[config.mk]
export PLATFORM = sky130hd
export DESIGN_NAME = apb_slave_mem
export DESIGN_NICKNAME = d
export VERILOG_FILES = /design/src/rtl/apb_slave_mem.sv
export SDC_FILE = /design/constraint.sdc
export NUM_CORES = 1
export LEC_CHECK = 0
export BUFFER_PORTS_ARGS = -buffer_cell sky130_fd_sc_hd__buf_2
export CORE_UTILIZATION = 55
export DETAILED_ROUTE_END_ITERATION = 16
export MAX_ROUTING_LAYER = met4
export PLACE_DENSITY = 0.73
export SYNTH_ARGS = -nofsm -noshare
export SYNTH_HDL_FRONTEND = slang
export SYNTH_SLANG_ARGS = --single-unit
export TNS_END_PERCENT = 30
[constraint.sdc]
create_clock -name clk -period 2.6 [get_ports clk]
set_input_delay 0.26 -clock clk [delete_from_list [all_inputs] [get_ports clk]]
set_output_delay 0.26 -clock clk [all_outputs]
set_load 0.01 [all_outputs]
[src/rtl/apb_slave_mem.sv]
// APB completer backed by a word-addressed register array.
// It inserts a fixed number of wait states and returns an error for bad addresses.
module apb_slave_mem #(
   parameter int unsigned           ADDR_WIDTH  = 32,
   parameter int unsigned           DATA_WIDTH  = 32,
   parameter int unsigned           DEPTH       = 16,
   parameter logic [ADDR_WIDTH-1:0] BASE_ADDR   = '0,
   parameter int unsigned           WAIT_STATES = 0
) (
   input  logic                  clk,
   input  logic                  resetn,
   input  logic                  psel,
   input  logic                  penable,
   input  logic [ADDR_WIDTH-1:0] paddr,
   input  logic                  pwrite,
   input  logic [DATA_WIDTH-1:0] pwdata,
   output logic [DATA_WIDTH-1:0] prdata,
   output logic                  pready,
   output logic                  pslverr
);

   localparam int unsigned           IDX_W = (DEPTH > 1) ? $clog2(DEPTH) : 1;
   localparam logic [ADDR_WIDTH-1:0] SPAN  = ADDR_WIDTH'(DEPTH * 4);
   localparam logic [3:0]            WS    = 4'(WAIT_STATES);

   typedef enum logic {StIdle, StAccess} state_e;

   state_e                state_q;
   logic [3:0]            cnt_q;
   logic [IDX_W-1:0]      idx_q;
   logic                  wr_q;
   logic                  err_q;
   logic [DATA_WIDTH-1:0] mem_q [DEPTH];

   logic [ADDR_WIDTH-1:0] offset;
   logic [IDX_W-1:0]      dec_idx;
   logic                  dec_err;
   logic                  mem_we;

   always_comb begin
      offset  = paddr - BASE_ADDR;
      dec_idx = offset[IDX_W+1:2];
      dec_err = (paddr[1:0] != 2'b00) || (paddr < BASE_ADDR) || (offset >= SPAN);
   end

   // Direction for the commit is taken from pwrite in the completion cycle itself.
   assign mem_we = (state_q == StAccess) && psel && pready && pwrite && !err_q;

   always_ff @(posedge clk or negedge resetn) begin
      if (!resetn) begin
         state_q <= StIdle;
         cnt_q   <= '0;
         idx_q   <= '0;
         wr_q    <= 1'b0;
         err_q   <= 1'b0;
         pready  <= 1'b0;
         pslverr <= 1'b0;
         prdata  <= '0;
      end else begin
         case (state_q)
            StIdle: begin
               if (psel && !penable) begin
                  state_q <= StAccess;
                  cnt_q   <= WS;
                  idx_q   <= dec_idx;
                  wr_q    <= pwrite;
                  err_q   <= dec_err;
                  // Zero-wait: the setup edge already produces the response.
                  if (WAIT_STATES == 0) begin
                     pready  <= 1'b1;
                     pslverr <= dec_err;
                     prdata  <= (pwrite || dec_err) ? '0 : mem_q[dec_idx];
                  end
               end
            end
            StAccess: begin
               if (!psel || pready) begin
                  state_q <= StIdle;
                  cnt_q   <= '0;
                  pready  <= 1'b0;
                  pslverr <= 1'b0;
                  prdata  <= '0;
               end else if (penable) begin
                  cnt_q <= cnt_q - 4'd1;
                  if (cnt_q == 4'd1) begin
                     pready  <= 1'b1;
                     pslverr <= err_q;
                     prdata  <= (wr_q || err_q) ? '0 : mem_q[idx_q];
                  end
               end
            end
            default: state_q <= StIdle;
         endcase
      end
   end

   always_ff @(posedge clk or negedge resetn) begin
      if (!resetn) begin
         for (int unsigned i = 0; i < DEPTH; i++) mem_q[i] <= '0;
      end else if (mem_we) begin
         mem_q[idx_q] <= pwdata;
      end
   end

endmodule

After elaboration in Yosys (flattened, before gate mapping)
Cells that the tools add are included.
Widths: inputs -> output; s select.
{"block": "word_totals", "mem_bits_ro": 0, "n_memories": 0, "mem_bits_rw": 0, "ff_bits": 557, "latch_bits": 0, "inputBits": 69, "output_inout_bits": 34, "elab_cells": 88}
{"block": "op_classes", "eq_ne": 4, "magnitude_cmp": 5, "mux": 33, "bitwise_logic": 3, "div": 0, "add_sub_neg": 1, "shifts": 0, "n_reduce_logical": 18, "n_mul": 0}
{"op": "$bwmux 512", "count": 1}
{"op": "$mux 32", "count": 11}
{"op": "$bmux 32 s4", "count": 2}
{"op": "$demux 32 s4", "count": 1}
{"op": "$pmux 32 s2", "count": 1}
{"op": "$ge 32x7->1 const B", "count": 1}
{"op": "$lt 32x1->1 const B", "count": 1}
{"op": "$mux 4", "count": 3}
{"op": "$ge 5x5->1 const B", "count": 2}
{"op": "$mux 1", "count": 10}
{"op": "$not 4->5", "count": 2}
{"op": "$pmux 4 s2", "count": 1}
{"op": "$logic_and 1x1->1", "count": 6}
{"op": "$pmux 1 s2", "count": 3}
{"op": "$logic_or 1x1->1", "count": 5}
{"op": "$lt 5x1->1 const B", "count": 1}
{"op": "$eq 4x1->1 const B", "count": 1}
{"op": "$reduce_and 2->1", "count": 2}
{"op": "$sub 4x1->4 const B", "count": 1}
{"op": "$logic_not 1->1", "count": 3}
{"op": "$ne 3x1->1 const B", "count": 1}
{"op": "$ne 3x2->1 const B", "count": 1}
{"op": "$reduce_and 3->1", "count": 1}
{"op": "$ne 2x2->1 const B", "count": 1}
{"op": "2 further kinds", "count": 2}

Longest topological paths before layout
Gate-level depths: netlist of run 1.
{"block": "depth", "depth_word": 9, "depth_mapped": 8, "mapped_depth_nobuf": 7}

Worst setup path after synthesis of run 1
No wires, ideal clock.
{"block": "synth_timing", "path_type": "register -> register", "from": "reg idx_q[1]", "to": "reg prdata[20]", "n_path_buf": 3, "required_ns": 2.473, "arrival_time_ns": 1.928, "stages_incl_launch_ff": 8, "synth_period_minus_slack_ns": 2.054, "path_slack_ns": 0.546, "setup_time_ns": 0.127, "cell_sequence": "dfrtp_1 clkbuf_1 buf_2 buf_1 mux4_2 mux4_2 o211ai_1 o21ai_1"}
{"block": "synth_between", "elab_chain_len": 9}
{"item": "start: declaration", "line_no": "30", "source": "logic [IDX_W-1:0] idx_q;"}
{"item": "start signal: assignment", "line_no": "65", "source": "idx_q <= dec_idx;"}
{"item": "$not 4->5 (implied by the code)", "line_no": "88", "source": "prdata <= (wr_q || err_q) ? '0 : mem_q[idx_q];"}
{"item": "$bmux 32 s4", "line_no": "88"}
{"item": "$mux 32 (implied by the code) (2 in a row)", "line_no": "88"}
{"item": "$mux 32", "line_no": "88"}
{"item": "$mux 32", "line_no": "85", "source": "if (cnt_q == 4'd1) begin"}
{"item": "$mux 32", "line_no": "83", "source": "end else if (penable) begin"}
{"item": "$mux 32", "line_no": "77", "source": "if (!psel || pready) begin"}
{"item": "$pmux 32 s2", "line_no": "60", "source": "case (state_q)"}
{"item": "end signal: assignment", "line_no": "72", "source": "prdata <= (pwrite || dec_err) ? '0 : mem_q[dec_idx];"}
{"item": "end signal: assignment", "line_no": "88"}
{"item": "end: declaration", "line_no": "17", "source": "output logic [DATA_WIDTH-1:0] prdata,"}
Every way passes these cells. The select of a mux whose other input is x is not followed.
A chain may end at the register's enable or synchronous reset.

Worst setup path after layout of run 1
{"block": "layout_timing", "from": "reg pready", "to": "reg mem_q[228] (netlist name)"}
{"block": "layout_between", "elab_chain_len": 3}
{"item": "start: declaration", "line_no": "18", "source": "output logic pready,"}
{"item": "start signal: assignment", "line_no": "56", "source": "pready <= 1'b0;"}
{"item": "start signal: assignment", "line_no": "70", "source": "pready <= 1'b1;"}
{"item": "start signal: assignment", "line_no": "80", "source": "pready <= 1'b0;"}
{"item": "$logic_and 1x1->1 (3 in a row)", "line_no": "47", "source": "assign mem_we = (state_q == StAccess) && psel && pready && pwrite && !err_q;"}
{"item": "end signal: indexed assignment", "line_no": "101", "source": "mem_q[idx_q] <= pwdata;"}
{"item": "end: declaration", "line_no": "33", "source": "logic [DATA_WIDTH-1:0] mem_q [DEPTH];"}
Every way passes these cells.

==> results.md, run 1 <==
* Total GRT Usage at 0.310
* Hold path startpoint: pwdata[30]
* Root Buffer: clkbuf_16
* Mapped Cells at 1,850
* H-Tree Depth at 2
* Hold WS at 93.2 ps
* Sinks on Clock Net at 557
* Slew Limit Fails at 0
* Commonest cells after routing, fill and taps aside: dfrtp_1, mux2_2, mux4_2
* Clock Tree Buf Depth at 3
* Initial DRC Count at 1,621
* CTS tree: built
* Net count, final at 1,999
* Max-Slew Margin vs Limit at 0.440
* Most common cell after layout, fill and taps aside: dfrtp_1
* Syn Nets at 1,921
* Maximum clock frequency at 422 MHz
* Tcrit/Tclk final at 0.911
* Buf+Inv Stages, Crit Path at 1
* Crit path largest cell delay at 400 ps
* Register area share after synthesis at 0.478
* Reg2reg setup slack at 230 ps
* Area Growth Syn to Fin at 13.5%
* Antenna violations before repair at 3
* Cell variety after synth at 45
* PD cells at 615 nW/um^2
* CP required at 3100 ps
* First-pass GRT wire length at 121,000 um
* Storage element area at 13,900 um^2
* Drt wl/cell at 29.0 um
* P_leak at 15.2 nW
* Peak supply drop at 0.000522 V
* Unrepaired setup endpoints after global routing: false
* Drt first pass iters at 7
* R2R depth at 6
* Total CTS buffers at 58
* Total gr overflow at 0
* Worst endpoint data arrival time at 2870 ps
* Synth area leaders: dfrtp_1, mux4_2, mux2_2, mux2i_1, buf_2
* Hold path depth at 2
* Routed vias at 18,102
* Status: finished, final reports clean
* Final setup fails at 0
* Via density at 6.78
* Syn Area/Cell at 15.8 um^2
* R2r startpoint: pready
* Vias in the first global route at 19,254
* Seq cells post-synth at 557
* Hold WC Path Type: in -> reg
* Crit path from: pready
* # rows at 84
* Filler Cells Inserted at 3,668
* Critical Path Start Type: flip-flop
* Final Hold Viols at 0
* Critical path type: reg -> reg
* Setup TNS at 0 ps
* WL final at 77,400 um
* Worst Path Max Fanout at 27
* Count of yosys warnings during synthesis at 0
* Cell family with the largest share of critical-path delay: simple AND/OR/NAND/NOR gates
* Buffers on Ports at 102
* CP max stage cell: dfrtp_1
* Num ports at 103
* Clk_skew at 21.1 ps
* Initial core utilization at 0.556
* Max-cap violation count at 0
* Mapped cell area at 29,200 um^2
* Worst-Skew Late Latency at 630 ps
* Residual DRC at 0
* RD Place Congestion at 0.854
* Least-Margin Pin Slew at 837 ps
* Area occupied by multi-input gates at 14,500 um^2
* Layout cells sized above 1 at 0.581
* Die Wd at 232 um
* Minimum clock period at 2370 ps
* Die ar. at 53,900 um^2
* CORE AREA at 52,400 um^2
* Post-DP HPWL at 46,900 um
* Area leader, netlist: dfrtp_1
* Cell chain of the critical path: nand4_1 -> nor3b_1 -> nand2_1 -> nor3_4 -> buf_12 -> mux2_2
* Worst hold endpoint: mem_q[318]
* FF-to-FF End: mem_q[228]
* Synth top area share at 0.478
* Worst-path clk slew at 70 ps
* Critical path endpoint category: flip-flop
* Die height at 232 um
* Antenna-violating nets left at 0
* Pin count of the biggest net entering global routing at 72
==> per-layer routing <==
metal / track usage / routed length, um / up-vias
met5: - / 0 / -
met4: 0.113 / 2760 / 0
met3: 0.0605 / 5900 / 190
met2: 0.479 / 37200 / 765
met1: 0.411 / 31500 / 9730
li1: - / - / 7417
==> worst max path at each step <==
stage               depth (start not counted)  slack, ps    endpoint
detailed placement                          6        230  mem_q[230]
CTS                                         6        220  mem_q[228]
global route                                6        110  mem_q[230]
floorplan                                   7        550  prdata[20]
finish                                      6        230  mem_q[228]
global placement                            6        260  mem_q[252]
==> worst register-to-register path: stages (launching register included) <==
cell,delay (ps)
dfrtp_1,400
nand4_1,300
nor3b_1,330
nand2_1,280
nor3_4,270
buf_12,300
mux2_2,380
==> registers in the layout, indices dropped and copies added, names as in the netlist <==
register / flops
wr_q: 1
cnt_q: 4
mem_q: 512
state_q: 1
err_q: 1
pslverr: 1
prdata: 32
pready: 1
idx_q: 4
==> timing repair <==
action | 4_1_cts | 5_1_grt
hold endpoints to repair | 62 | 0
setup buffers | 0 | 0
resized for setup | 0 | 0
hold buffers | 4 | 0
==> power by group <==
part	internal, mW	leakage, nW	switching (mW)
Combinational	1.04	6.49	1.47
Sequential	8.86	7.72	0.260
Clock	5.12	0.977	3.60
==> through the flow <==
step | setup slack [ps] | cells | util | cell area, um^2 | total power, mW
2_1_floorplan | 546 | 1850 | - | 29200 | 10.7
3_3_place_gp | 255 | 2552 | 0.592 | 31000 | 11.7
3_5_place_dp | 227 | 2552 | 0.592 | 31000 | 11.8
4_1_cts | 224 | 2665 | 0.631 | 33100 | 20.5
5_1_grt | 111 | 2668 | 0.631 | 33100 | 21.0
6_report | 232 | 2668 | 0.631 | 33100 | 20.3
==> cells by family (layout without fill, tap and decap cells) <==
kind of cell	Yosys count	after routing	share of synthesized area
mux	870	870	0.445
xor+xnor	1	1	0.000300
buf+inv	183	310	0.0302
compound gates	142	142	0.0293
fa+ha+maj	2	2	0.000858
flops	557	557	0.478
other cells	0	3	0
simple gates	95	95	0.0166
==> cells in the mapped netlist, drive strengths merged <==
master	number
inv	4
nor4	9
o22ai	33
nor4b	1
nand3	3
nor2b	2
o21ai	66
dfrtp	557
or4	1
nand4	2
o211ai	31
o31ai	1
xnor2	1
nand3b	3
a2bb2oi	1
nand2	45
mux2i	36
a22oi	1
a221oi	1
clkbuf	79
nor3b	1
ha	2
a21o	1
o22a	1
mux2	548
o2111ai	1
buf	100
mux4	286
a21oi	4
and3b	1
nand2b	4
nand4bb	1
nor2	18
nor3	4
a31oi	1
==> area by class of cell <==
type | count | share of cell area
inverter | 4 | 0.000454
timing repair buffer | 197 | 0.0544
antenna | 3 | 0.000227
clock buffer | 78 | 0.0507
sequential | 557 | 0.421
clock inverter | 31 | 0.0100
multi-input combinational | 1110 | 0.437
tap | 688 | 0.0260
(Power assumes the default switching activity.)
==> run 2, diff against run 1 <==
Settings changed: CORE_MARGIN set to 1.5.
==> results.md, run 2 (synthesis gave the netlist of run 1 again) <==
* Net count, final at 2,008
* Via density at 6.75
* Total power at 20.3 mW
* Area occupied by multi-input gates at 14,500 um^2
* Critical path type: reg -> reg
* Top reg by flops: mem_q
* Post-DP HPWL at 47,200 um
* Total GRT Usage at 0.306
* Die height at 233 um
* First-pass GRT wire length at 120,000 um
* Vias in the first global route at 18,927
* Initial core utilization at 0.556
* Max FFs per register at 512
* H-Tree Depth at 2
* Setup bufs post-CTS at 0
* Pin count of the biggest net entering global routing at 102
* Antenna violations before repair at 4
* CTS tree: built
* Tcrit/Tclk final at 0.883
* Worst-Skew Late Latency at 640 ps
* Worst endpoint data arrival time at 2810 ps
* CP required at 3120 ps
* Die Wd at 233 um
* PD cells at 613 nW/um^2
* Unrepaired setup endpoints after global routing: false
* Root Buffer: clkbuf_16
* Peak supply drop at 0.000556 V
* Num ports at 103
* Area Growth Syn to Fin at 13.5%
* RD Place Congestion at 0.834
* Slew Limit Fails at 0
* Setup TNS at 0 ps
* Critical path endpoint category: flip-flop
* Final setup fails at 0
* Crit path largest cell delay at 420 ps
* Minimum clock period at 2300 ps
* Status: finished, final reports clean
* Total gr overflow at 0
* Commonest cells after routing, fill and taps aside: dfrtp_1, mux2_2, mux4_2
* Max-Slew Margin vs Limit at 0.541
* Drt wl/cell at 28.9 um
* Filler Cells Inserted at 3,712
* Worst Path Max Fanout at 14
* Storage element area at 13,900 um^2
* Hold WC Path Type: in -> reg
* Clk_skew at 21.4 ps
* Buffers on Ports at 102
* WL final at 77,300 um
* Layout cells sized above 1 at 0.579
* Antenna-violating nets left at 0
* CORE AREA at 52,400 um^2
* Clock Tree Buf Depth at 3
* Initial DRC Count at 1,647
* Worst-path clk slew at 60 ps
* Residual DRC at 0
* # rows at 84
* Maximum clock frequency at 436 MHz
* Most common cell after layout, fill and taps aside: dfrtp_1
* Drt first pass iters at 5
* Die ar. at 54,400 um^2
* CP max stage cell: dfrtp_1
* Routed vias at 18,068
* Least-Margin Pin Slew at 689 ps
* Top Registers: mem_q x512, prdata x32
* # hold bufs at CTS at 4
* Total CTS buffers at 60
* Sinks on Clock Net at 557
* Final Hold Viols at 0
* Cell chain of the critical path: nand4_1 -> nor3b_1 -> nand2_1 -> nor3_4 -> buf_4 -> mux2_2
* P_leak at 15.2 nW
* Critical Path Start Type: flip-flop
* CTS resizes at 0
* Max-cap violation count at 0
## run 2: changes by cell type in the layout (fill, tap and decap cells not counted), moves of 2 or more
| cell | before | now |
|---|---|---|
| bufinv_16 | 6 | 2 |
| inv_6 | 1 | 3 |
| clkbuf_16 | 59 | 61 |
| clkinvlp_4 | 9 | 1 |
| buf_12 | 43 | 39 |
| buf_4 | 49 | 60 |
| clkbuf_8 | 14 | 23 |
| clkinv_2 | 15 | 7 |
| clkbuf_1 | 6 | 12 |
## run 2: final cells by class
cell class              count  area share
diodes                      4    0.000302
clock buffers              95      0.0566
clock inverters            14     0.00416
inverters                   4    0.000454
multi-input cells        1110       0.437
flip-flops and latches    557       0.421
well taps                 688      0.0260
repair buffers            204      0.0544
## run 2: metrics by stage
step	hold slack (ps)	utilization	instance area (um^2)	setup WS, ps	std cells
after floorplan	-35.6	-	29200	546	1850
after global placement	289	0.592	31000	334	2559
after detailed placement	288	0.592	31000	300	2559
after CTS	62.2	0.631	33100	311	2672
after global routing	97.4	0.631	33100	156	2676
final	87.4	0.631	33100	305	2676
## run 2: path summary, 6_finish.rpt
check                               start          to  slack (ps)  cells past startpoint
min in group asynchronous          resetn  mem_q[370]         200                      2
worst min-delay path            pwdata[4]  mem_q[292]          90                      2
max in group asynchronous          resetn  mem_q[188]        1340                      3
worst max-delay path               pready  mem_q[104]         300                      6
worst max register to register     pready  mem_q[104]         300                      6
worst min register to register    pslverr     pslverr         490                      2
## run 2: power by group
| group | switching [mW] | internal, mW |
|---|---|---|
| combinational | 1.53 | 1.05 |
| clock | 3.54 | 5.11 |
| sequential | 0.224 | 8.86 |
| total | 5.29 | 15.0 |
## run 2: critical path, delay by kind of cell, from the launching register on
kind / cells / cell delay (ps)
and+or+nand+nor: 4 / 1040
DFF: 1 / 420
buffers and inverters: 1 / 330
muxes: 1 / 390
## run 2: routing by layer
layer  wire length (um)  track usage
met1              32300        0.417
met2              37600        0.476
met3               5170       0.0524
met4               2240       0.0919
met5                  0            -
